**src/rtl/uart_tx.sv**
```systemverilog
// -----------------------------------------------------------------------------
// uart_tx
//
// UART transmitter. It sends one PAYLOAD_BITS word per accepted request on
// uart_txd. Each frame is one low start bit, the data LSB first, and
// STOP_BITS high stop bits. Every bit lasts CYCLES_PER_BIT clk cycles, which
// is the same bit timing that uart_rx uses.
//
// Optional feature: define UART_TX_BREAK_EN to add the uart_tx_break input
// and a BREAK state. That state holds the line low for one whole frame time,
// then sends the normal stop bits.
//
// Ports
//   clk            in   system clock
//   resetn         in   asynchronous active-low reset
//   uart_txd       out  serial output, idle high (registered)
//   uart_tx_busy   out  high while a frame or break is on the line (registered)
//   uart_tx_en     in   send request, sampled only while idle
//   uart_tx_data   in   word to send, captured on the accept edge
//   uart_tx_break  in   break request (only with UART_TX_BREAK_EN)
// -----------------------------------------------------------------------------
module uart_tx #(
    parameter int CYCLES_PER_BIT = 5000,
    parameter int PAYLOAD_BITS   = 8,
    parameter int STOP_BITS      = 1,
    parameter int COUNT_REG_LEN  = 14
) (
    input  logic                    clk,
    input  logic                    resetn,
    output logic                    uart_txd,
    output logic                    uart_tx_busy,
    input  logic                    uart_tx_en,
    input  logic [PAYLOAD_BITS-1:0] uart_tx_data
`ifdef UART_TX_BREAK_EN
    ,
    input  logic                    uart_tx_break
`endif
);

    // The bit counter has to reach the break length, which is at most
    // 1 + 8 + 2 = 11 bit times. Four bits are enough for that.
    localparam int BIT_CNT_W = 4;

    localparam logic [COUNT_REG_LEN-1:0] CYCLE_LAST = COUNT_REG_LEN'(CYCLES_PER_BIT - 1);
    localparam logic [BIT_CNT_W-1:0]     DATA_LAST  = BIT_CNT_W'(PAYLOAD_BITS - 1);
    localparam logic [BIT_CNT_W-1:0]     STOP_LAST  = BIT_CNT_W'(STOP_BITS - 1);
    localparam logic [BIT_CNT_W-1:0]     BREAK_LAST = BIT_CNT_W'(PAYLOAD_BITS + STOP_BITS);

    typedef enum logic [2:0] {
        S_IDLE,
        S_START,
        S_SEND,
        S_STOP,
        S_BREAK
    } state_t;

    state_t                   state_reg, state_next;
    logic [COUNT_REG_LEN-1:0] cycle_cnt_reg, cycle_cnt_next;
    logic [BIT_CNT_W-1:0]     bit_cnt_reg, bit_cnt_next;
    logic [PAYLOAD_BITS-1:0]  shift_reg, shift_next;
    logic                     txd_reg, txd_next;
    logic                     busy_reg, busy_next;
    logic                     bit_end;

    assign bit_end = (cycle_cnt_reg == CYCLE_LAST);

    always_ff @(posedge clk or negedge resetn) begin
        if (!resetn) begin
            state_reg     <= S_IDLE;
            cycle_cnt_reg <= '0;
            bit_cnt_reg   <= '0;
            shift_reg     <= '0;
            txd_reg       <= 1'b1;
            busy_reg      <= 1'b0;
        end else begin
            state_reg     <= state_next;
            cycle_cnt_reg <= cycle_cnt_next;
            bit_cnt_reg   <= bit_cnt_next;
            shift_reg     <= shift_next;
            txd_reg       <= txd_next;
            busy_reg      <= busy_next;
        end
    end

    always_comb begin
        state_next     = state_reg;
        cycle_cnt_next = cycle_cnt_reg;
        bit_cnt_next   = bit_cnt_reg;
        shift_next     = shift_reg;

        // Every state except IDLE times its bits with the same cycle counter.
        // The counter wraps at each bit boundary.
        if (state_reg != S_IDLE) begin
            cycle_cnt_next = bit_end ? '0 : cycle_cnt_reg + 1'b1;
        end

        case (state_reg)
            S_IDLE: begin
                cycle_cnt_next = '0;
                bit_cnt_next   = '0;
`ifdef UART_TX_BREAK_EN
                // A break wins over a send request in the same cycle.
                // The send request is dropped.
                if (uart_tx_break) begin
                    state_next = S_BREAK;
                end else
`endif
                if (uart_tx_en) begin
                    state_next = S_START;
                    shift_next = uart_tx_data;
                end
            end

            S_START: begin
                if (bit_end) begin
                    state_next   = S_SEND;
                    bit_cnt_next = '0;
                end
            end

            S_SEND: begin
                if (bit_end) begin
                    shift_next = shift_reg >> 1;
                    if (bit_cnt_reg == DATA_LAST) begin
                        state_next   = S_STOP;
                        bit_cnt_next = '0;
                    end else begin
                        bit_cnt_next = bit_cnt_reg + 1'b1;
                    end
                end
            end

            S_STOP: begin
                if (bit_end) begin
                    if (bit_cnt_reg == STOP_LAST) begin
                        state_next = S_IDLE;
                    end else begin
                        bit_cnt_next = bit_cnt_reg + 1'b1;
                    end
                end
            end

`ifdef UART_TX_BREAK_EN
            S_BREAK: begin
                if (bit_end) begin
                    if (bit_cnt_reg == BREAK_LAST) begin
                        state_next   = S_STOP;
                        bit_cnt_next = '0;
                    end else begin
                        bit_cnt_next = bit_cnt_reg + 1'b1;
                    end
                end
            end
`endif

            default: begin
                state_next = S_IDLE;
            end
        endcase
    end

    // The line level is computed from the next state, so the registered
    // outputs match the state register on the same cycle. No input reaches
    // the pins without passing through a flop.
    always_comb begin
        txd_next  = 1'b1;
        busy_next = (state_next != S_IDLE);
        case (state_next)
            S_START: txd_next = 1'b0;
            S_SEND:  txd_next = shift_next[0];
            S_BREAK: txd_next = 1'b0;
            default: txd_next = 1'b1;
        endcase
    end

    assign uart_txd     = txd_reg;
    assign uart_tx_busy = busy_reg;

endmodule

```
**config.mk**
```make
export PLATFORM = sky130hd
export DESIGN_NAME = uart_tx
export DESIGN_NICKNAME = d
export VERILOG_FILES = /design/src/rtl/uart_tx.sv
export SDC_FILE = /design/constraint.sdc
export NUM_CORES = 1
export LEC_CHECK = 0
export CELL_PAD_IN_SITES_DETAIL_PLACEMENT = 0
export CELL_PAD_IN_SITES_GLOBAL_PLACEMENT = 2
export CORE_AREA = 10 10 83 85
export DETAILED_ROUTE_END_ITERATION = 6
export DIE_AREA = 0 0 93 95
export HOLD_SLACK_MARGIN = 0.08
export PLACE_DENSITY = 0.73
export SYNTH_ARGS = -nofsm -noshare
export SYNTH_HDL_FRONTEND = slang
export SYNTH_SLANG_ARGS = --single-unit
export TNS_END_PERCENT = 20
```
**constraint.sdc**
```tcl
create_clock -name clk -period 3.39 [get_ports clk]
set_input_delay 0.678 -clock clk [delete_from_list [all_inputs] [get_ports clk]]
set_output_delay 0.678 -clock clk [all_outputs]
set_load 0.005 [all_outputs]
```
==> results of run 1 <==
## final cells by class
cell class,count,area [µm²]
inverter,8,30.0
clock inverter,2,35.0
clock buffer,6,82.6
tap,72,90.1
timing repair buffer,14,135
fill,570,3420
multi-input combinational,120,771
sequential,31,777
## cells in the mapped netlist (3+ instances only)
cell	number	area, µm²
xor2_1	8	70.1
o21ai_0	6	30.0
xnor2_1	5	43.8
or2_2	3	18.8
a22o_1	7	61.3
ha_1	3	37.5
nor2_1	22	82.6
inv_1	8	30.0
and3_1	3	18.8
clkbuf_1	4	15.0
nand3_1	9	45.0
a21o_1	7	52.6
nand2_1	13	48.8
nand2b_1	3	18.8
dfrtp_1	30	751
## final timing paths
path | endpoint | slack, ns | startpoint
hold reg to reg | shift_reg[2] | 0.48 | shift_reg[2]
max in group asynchronous | uart_txd | 2.28 | resetn
setup / recovery | bit_cnt_reg[3] | 0.62 | cycle_cnt_reg[0]
min in group asynchronous | shift_reg[1] | 0.79 | resetn
setup reg to reg | bit_cnt_reg[3] | 0.62 | cycle_cnt_reg[0]
hold / removal | shift_reg[2] | 0.48 | shift_reg[2]
## kinds of logic after synthesis
group | after synthesis | share of synthesized area [%]
DFF | 31 | 48.4
AOI/OAI and AO/OA | 30 | 14.1
adders and majority gates | 3 | 2.34
xor gates and xnor gates | 13 | 7.10
buffers and inverters | 13 | 3.51
other | 1 | 0.234
muxes | 1 | 0.624
and+or+nand+nor | 72 | 23.6
## power by group through the flow
stage	logic, µW	clock network (µW)	registers, µW
after floorplan	76.8	0	436
after global routing	131	404	449
final	112	375	442
after CTS	115	387	442
after detailed placement	115	0	449
after global placement	112	0	448
## stage by stage
step	std cells	util [%]	total power (µW)
floorplan	164	-	513
global placement	245	33.8	560
detailed placement	245	33.8	564
CTS	253	36.0	945
global route	253	36.0	984
finish	253	36.0	929
## per-layer routing
metal,vias to the layer above,part of all wire (%)
met1,579,47
met3,5,2.4
met4,0,1.4
met5,-,0
met2,10,50
li1,600,-
## cells in the final DEF (no fill, tap or decap), types with 3 or more instances in the layout
| cell type | n |
|---|---|
| dfrtp_1 | 30 |
| clkdlybuf4s50_1 | 12 |
| nand3_1 | 9 |
| ha_1 | 3 |
| nor2_1 | 22 |
| a22o_1 | 7 |
| or2_2 | 3 |
| xor2_1 | 8 |
| xnor2_1 | 5 |
| a21o_1 | 7 |
| inv_1 | 8 |
| nand2_1 | 13 |
| clkbuf_8 | 6 |
| nand2b_1 | 3 |
| and3_1 | 3 |
| o21ai_0 | 5 |
==> metrics.yaml, run 1 <==
final.setup_skew_ns: 0.00945
leakagePower_uw: 0.000824
drive_gt1_share_pct: 10.5
crit_arrival_ns: 2.98
drt-wirelength-per-cell_um: 12.8
ys_warn_count: 0
tightest_slew_ns: 0.976
start_util_pct: 30.1
p_int_uw: 703
drt_iter0_markers: 37
avgSynthCellArea_um2: 9.78
cp_slowest_cell: "or4_4"
dr.pass1.iters: 4
synth.distinct_cells: 40
root_buffer: "clkbuf_8"
diodes: 0
vias_per_cell: 4.72
drv_slew: 0
fp.dieArea_mm2: 0.00884
cp.depth: 6
use_met2_pct: 13.8
drtAntennaViolNets: 0
routed-via-count: 1194
tns_ns: 0
cts.hold.buffers_added: 0
cts_resized: 0
hold_depth: 1
min_period_ns: 2.77
core_area_mm2: 0.00534
grt_usage_pct: 8.02
hp-class: "reg2reg"
ir_drop_uv: 193
cts.sinks: 31
placed_cell_area_mm2: 0.00180
post-cts-setup-buffers: 0
largest_reg_flops: 14
crit_chain: "ha_1 -> or4b_1 -> or4_4 -> a211o_4 -> or4_1 -> nand3_1"
worst-r2r-cell-count: 6
syn2layout_area_growth_pct: 19.7
ys.flop_type: "dfrtp_1"
p_sw_uw: 226
drcViolationCount: 0
hold_viol_final: 0
gr-usage-met3_pct: 2.46
rows: 27
nets: 194
worstSetupStartpointType: "flip-flop"
cts_tree: "done"
io_buffers: 12
fmax_mhz: 361
synth-seq-cells: 31
crit_required_ns: 3.60
powerDensity_mw_per_mm2: 484
wirelength_um: 3230
drv_cap: 0
p_seq_share_pct: 47.5
pre_cts_ws_ns: 0.630
grt-ovfl-total: 0
hpwl_um: 2390
htreeDepth: 2
finalInstanceArea_mm2: 0.00192
die_h_um: 95
grt_max_degree: 32
power_frac_comb_pct: 12.1
p_clk_share_pct: 40.4
rsz0062_at_grt: "false"
numCtsBuffers: 5
setup_viol: 0
postSynthCellCount: 164
cts.path.max_buffers: 2
synth_area_mm2: 0.00160
clk_latency_ns: 0.28
io-pin-count: 13
period_share_pct: 81.6
seq_area_frac_synth_pct: 48.4
use_met1_pct: 9.30
synth_edf_count: 0
die_w_um: 93
worstSetupPathType: "reg2reg"
synth_fp_nets: 178
status: "completed"
critPathBufInv: 0
ys_async_sr_fraction_pct: 100
p_sw_share_pct: 24.4
max_stage_delay_ns: 0.61
clkSlewWorstSetupHoldPaths_ns: 0.07
critPathCaptureType: "flip-flop"
antenna_found_initial: 0
slew_headroom_pct: 34.5
first_global_vias: 1265
busiest_layer: "met2"
grt_first_pass_wirelength_um: 5780
path_delay_family: "simple AND/OR/NAND/NOR gates"
whs_ns: 0.482
finalWeightedCongestion: 0.750
worst_slack_ns: 0.623
cp_max_fo: 9
Note: power is estimated with default switching activity, not from simulation.
==> inputs of run 2 (changes only) <==
--- a/config.mk
+++ b/config.mk
@@ -11,7 +11,7 @@
 export DETAILED_ROUTE_END_ITERATION = 6
 export DIE_AREA = 0 0 93 95
 export HOLD_SLACK_MARGIN = 0.08
-export PLACE_DENSITY = 0.73
+export PLACE_DENSITY = 0.76
 export SYNTH_ARGS = -nofsm -noshare
 export SYNTH_HDL_FRONTEND = slang
 export SYNTH_SLANG_ARGS = --single-unit
==> constraint.sdc (replaced) <==
create_clock -name clk -period 2.3 [get_ports clk]
set_input_delay 0.46 -clock clk [delete_from_list [all_inputs] [get_ports clk]]
set_output_delay 0.46 -clock clk [all_outputs]
set_load 0.005 [all_outputs]
==> metrics.yaml, run 2 (synthesis results as in run 1) <==
status: "finished, violations left"  # was completed
violations: "setup timing"
vias_per_cell: 4.66  # was 4.72
crit_required_ns: 2.51  # was 3.60 ns
drt_iter0_markers: 45  # was 37
worst-r2r-cell-count: 6  # unchanged
cp_max_fo: 4  # was 9
hp-class: "reg2reg"  # unchanged
fp.dieArea_mm2: 0.00884  # unchanged
largest_reg_flops: 14  # unchanged
drv_cap: 0  # unchanged
drt-wirelength-per-cell_um: 12.4  # was 12.8 µm
tightest_slew_ns: 0.592  # was 0.976 ns
cts.sinks: 31  # unchanged
cts_tree: "done"  # unchanged
powerDensity_mw_per_mm2: 675  # was 484 mW/mm²
fmax_mhz: 421  # was 361 MHz
routed-via-count: 1276  # was 1194
p_int_uw: 1080  # was 703 µW
diodes: 0  # unchanged
grt_usage_pct: 8.70  # was 8.02%
critPathBufInv: 0  # unchanged
fill_cells: 565  # was 570
grt-ovfl-total: 0  # unchanged
p_clk_share_pct: 38.8  # was 40.4%
worst_slack_ns: -0.0726  # was 0.623 ns
worstSetupPathType: "reg2reg"  # unchanged
whs_ns: 0.479  # was 0.482 ns
drv_slew: 0  # unchanged
worstSetupStartpointType: "flip-flop"  # unchanged
hold_depth: 1  # unchanged
leakagePower_uw: 0.000944  # was 0.000824 µW
reg2reg_setup_slack_ns: -0.07  # was 0.62 ns
core_area_mm2: 0.00534  # unchanged
path_delay_family: "simple AND/OR/NAND/NOR gates"  # unchanged
p_sw_uw: 342  # was 226 µW
final_cell_mix: "dfrtp_1 (30), buf_4 (22), nor2_1 (21)"  # was dfrtp_1 (30), nor2_1 (22), nand2_1 (13)
crit_arrival_ns: 2.59  # was 2.98 ns
layout_commonest_cell: "dfrtp_1"  # unchanged
clkSlewWorstSetupHoldPaths_ns: 0.07  # about the same
syn2layout_area_growth_pct: 31.3  # was 19.7%
final.setup_skew_ns: 0.00778  # was 0.00945 ns
first_global_vias: 1395  # was 1265
hold_viol_final: 0  # unchanged
io-pin-count: 13  # unchanged
dr.pass1.iters: 3  # was 4
period_share_pct: 103  # was 81.6%
wirelength_um: 3390  # was 3230 µm
rsz0062_at_grt: "true"  # was false
die_w_um: 93  # unchanged
clk_latency_ns: 0.28  # about the same
htreeDepth: 2  # unchanged
power_frac_comb_pct: 15.9  # was 12.1%
grt_first_pass_wirelength_um: 6200  # was 5780 µm
p_sw_share_pct: 24.1  # was 24.4%
cts.path.max_buffers: 2  # unchanged
critPathCaptureType: "flip-flop"  # unchanged
hpwl_um: 2500  # was 2390 µm
setup_viol: 3  # was 0
min_period_ns: 2.37  # was 2.77 ns
rows: 27  # unchanged
ir_drop_uv: 357  # was 193 µV
drcViolationCount: 0  # unchanged
tns_ns: -0.106  # was 0 ns
drive_gt1_share_pct: 22.3  # was 10.5%
numCtsBuffers: 5  # unchanged
finalWeightedCongestion: 0.736  # was 0.750
antenna_found_initial: 0  # unchanged
max_stage_delay_ns: 0.50  # was 0.61 ns
slew_headroom_pct: 60.5  # was 34.5%
multi_input_area_um2: 795  # was 771 µm²
drtAntennaViolNets: 0  # unchanged
grt_max_degree: 32  # unchanged
crit_chain: "ha_2 -> or4b_4 -> or4_4 -> a211o_4 -> or4_1 -> nand3_1"  # was ha_1 -> or4b_1 -> or4_4 -> a211o_4 -> or4_1 -> nand3_1
seq_area_um2: 777  # unchanged
cp.depth: 6  # unchanged
nets: 215  # was 194
io_buffers: 12  # unchanged
cp_slowest_cell: "or4_4"  # unchanged
pre_cts_ws_ns: -0.0738  # was 0.630 ns
start_util_pct: 30.1  # unchanged
die_h_um: 95  # unchanged
root_buffer: "clkbuf_8"  # unchanged
p_seq_share_pct: 45.3  # was 47.5%
run 2: worst paths after layout:
kind                                   from             end
hold reg to reg                shift_reg[1]    shift_reg[1]
setup / recovery           cycle_cnt_reg[0]  bit_cnt_reg[3]
min in group asynchronous            resetn    shift_reg[7]
hold / removal                 shift_reg[1]    shift_reg[1]
max in group asynchronous            resetn        uart_txd
setup reg to reg           cycle_cnt_reg[0]  bit_cnt_reg[3]
run 2: what timing repair did:
item,in CTS,in global routing
pin swaps,0,5
endpoints found under the setup margin,10,12
buffers inserted,2,0
gates cloned,0,0
resized for setup,4,2
hold buffers,0,0
run 2: power groups by stage:
stage / logic, µW / registers, µW / clock network (µW)
final: 226 / 644 / 552
after global routing: 254 / 653 / 603
after CTS: 230 / 643 / 573
after detailed placement: 212 / 654 / 0
after global placement: 208 / 652 / 0
after floorplan: 117 / 644 / 0
run 2: layer usage:
| metal | track usage [%] | vias up | wire, µm |
|---|---|---|---|
| li1 | - | 644 | - |
| met2 | 15.1 | 15 | 1680 |
| met3 | 2.38 | 6 | 110 |
| met4 | 3.86 | 0 | 46 |
| met1 | 9.78 | 611 | 1560 |
| met5 | 0 | - | 0 |
run 2: metrics by stage:
stage / utilization [%] / cells / total power (µW) / area (µm²)
after floorplan: - / 164 / 761 / 1610
after global placement: 36.6 / 264 / 860 / 1950
after detailed placement: 36.6 / 264 / 866 / 1950
after CTS: 39.3 / 274 / 1450 / 2100
after global routing: 39.5 / 274 / 1510 / 2110
final: 39.5 / 274 / 1420 / 2110
run 2: layout make-up:
type	instances	area share [%]
clock inverters	2	1.66
well taps	72	4.28
repair buffers	35	14.1
flip-flops and latches	31	36.9
multi-input cells	120	37.7
inverters	8	1.43
clock buffers	6	3.92
run 2: worst register-to-register path: stages (launching register included):
cell	delay (ns)
dfrtp_1	0.36
ha_2	0.18
or4b_4	0.47
or4_4	0.50
a211o_4	0.34
or4_1	0.39
nand3_1	0.07
==> inputs of run 3 (changes only) <==
--- a/config.mk
+++ b/config.mk
@@ -8,6 +8,7 @@
 export CELL_PAD_IN_SITES_DETAIL_PLACEMENT = 0
 export CELL_PAD_IN_SITES_GLOBAL_PLACEMENT = 2
 export CORE_AREA = 10 10 83 85
+export CTS_CLUSTER_SIZE = 20
 export DETAILED_ROUTE_END_ITERATION = 6
 export DIE_AREA = 0 0 93 95
 export HOLD_SLACK_MARGIN = 0.08
==> results of run 3 <==
Final layout, timing and power as in run 2 (identical DEF).
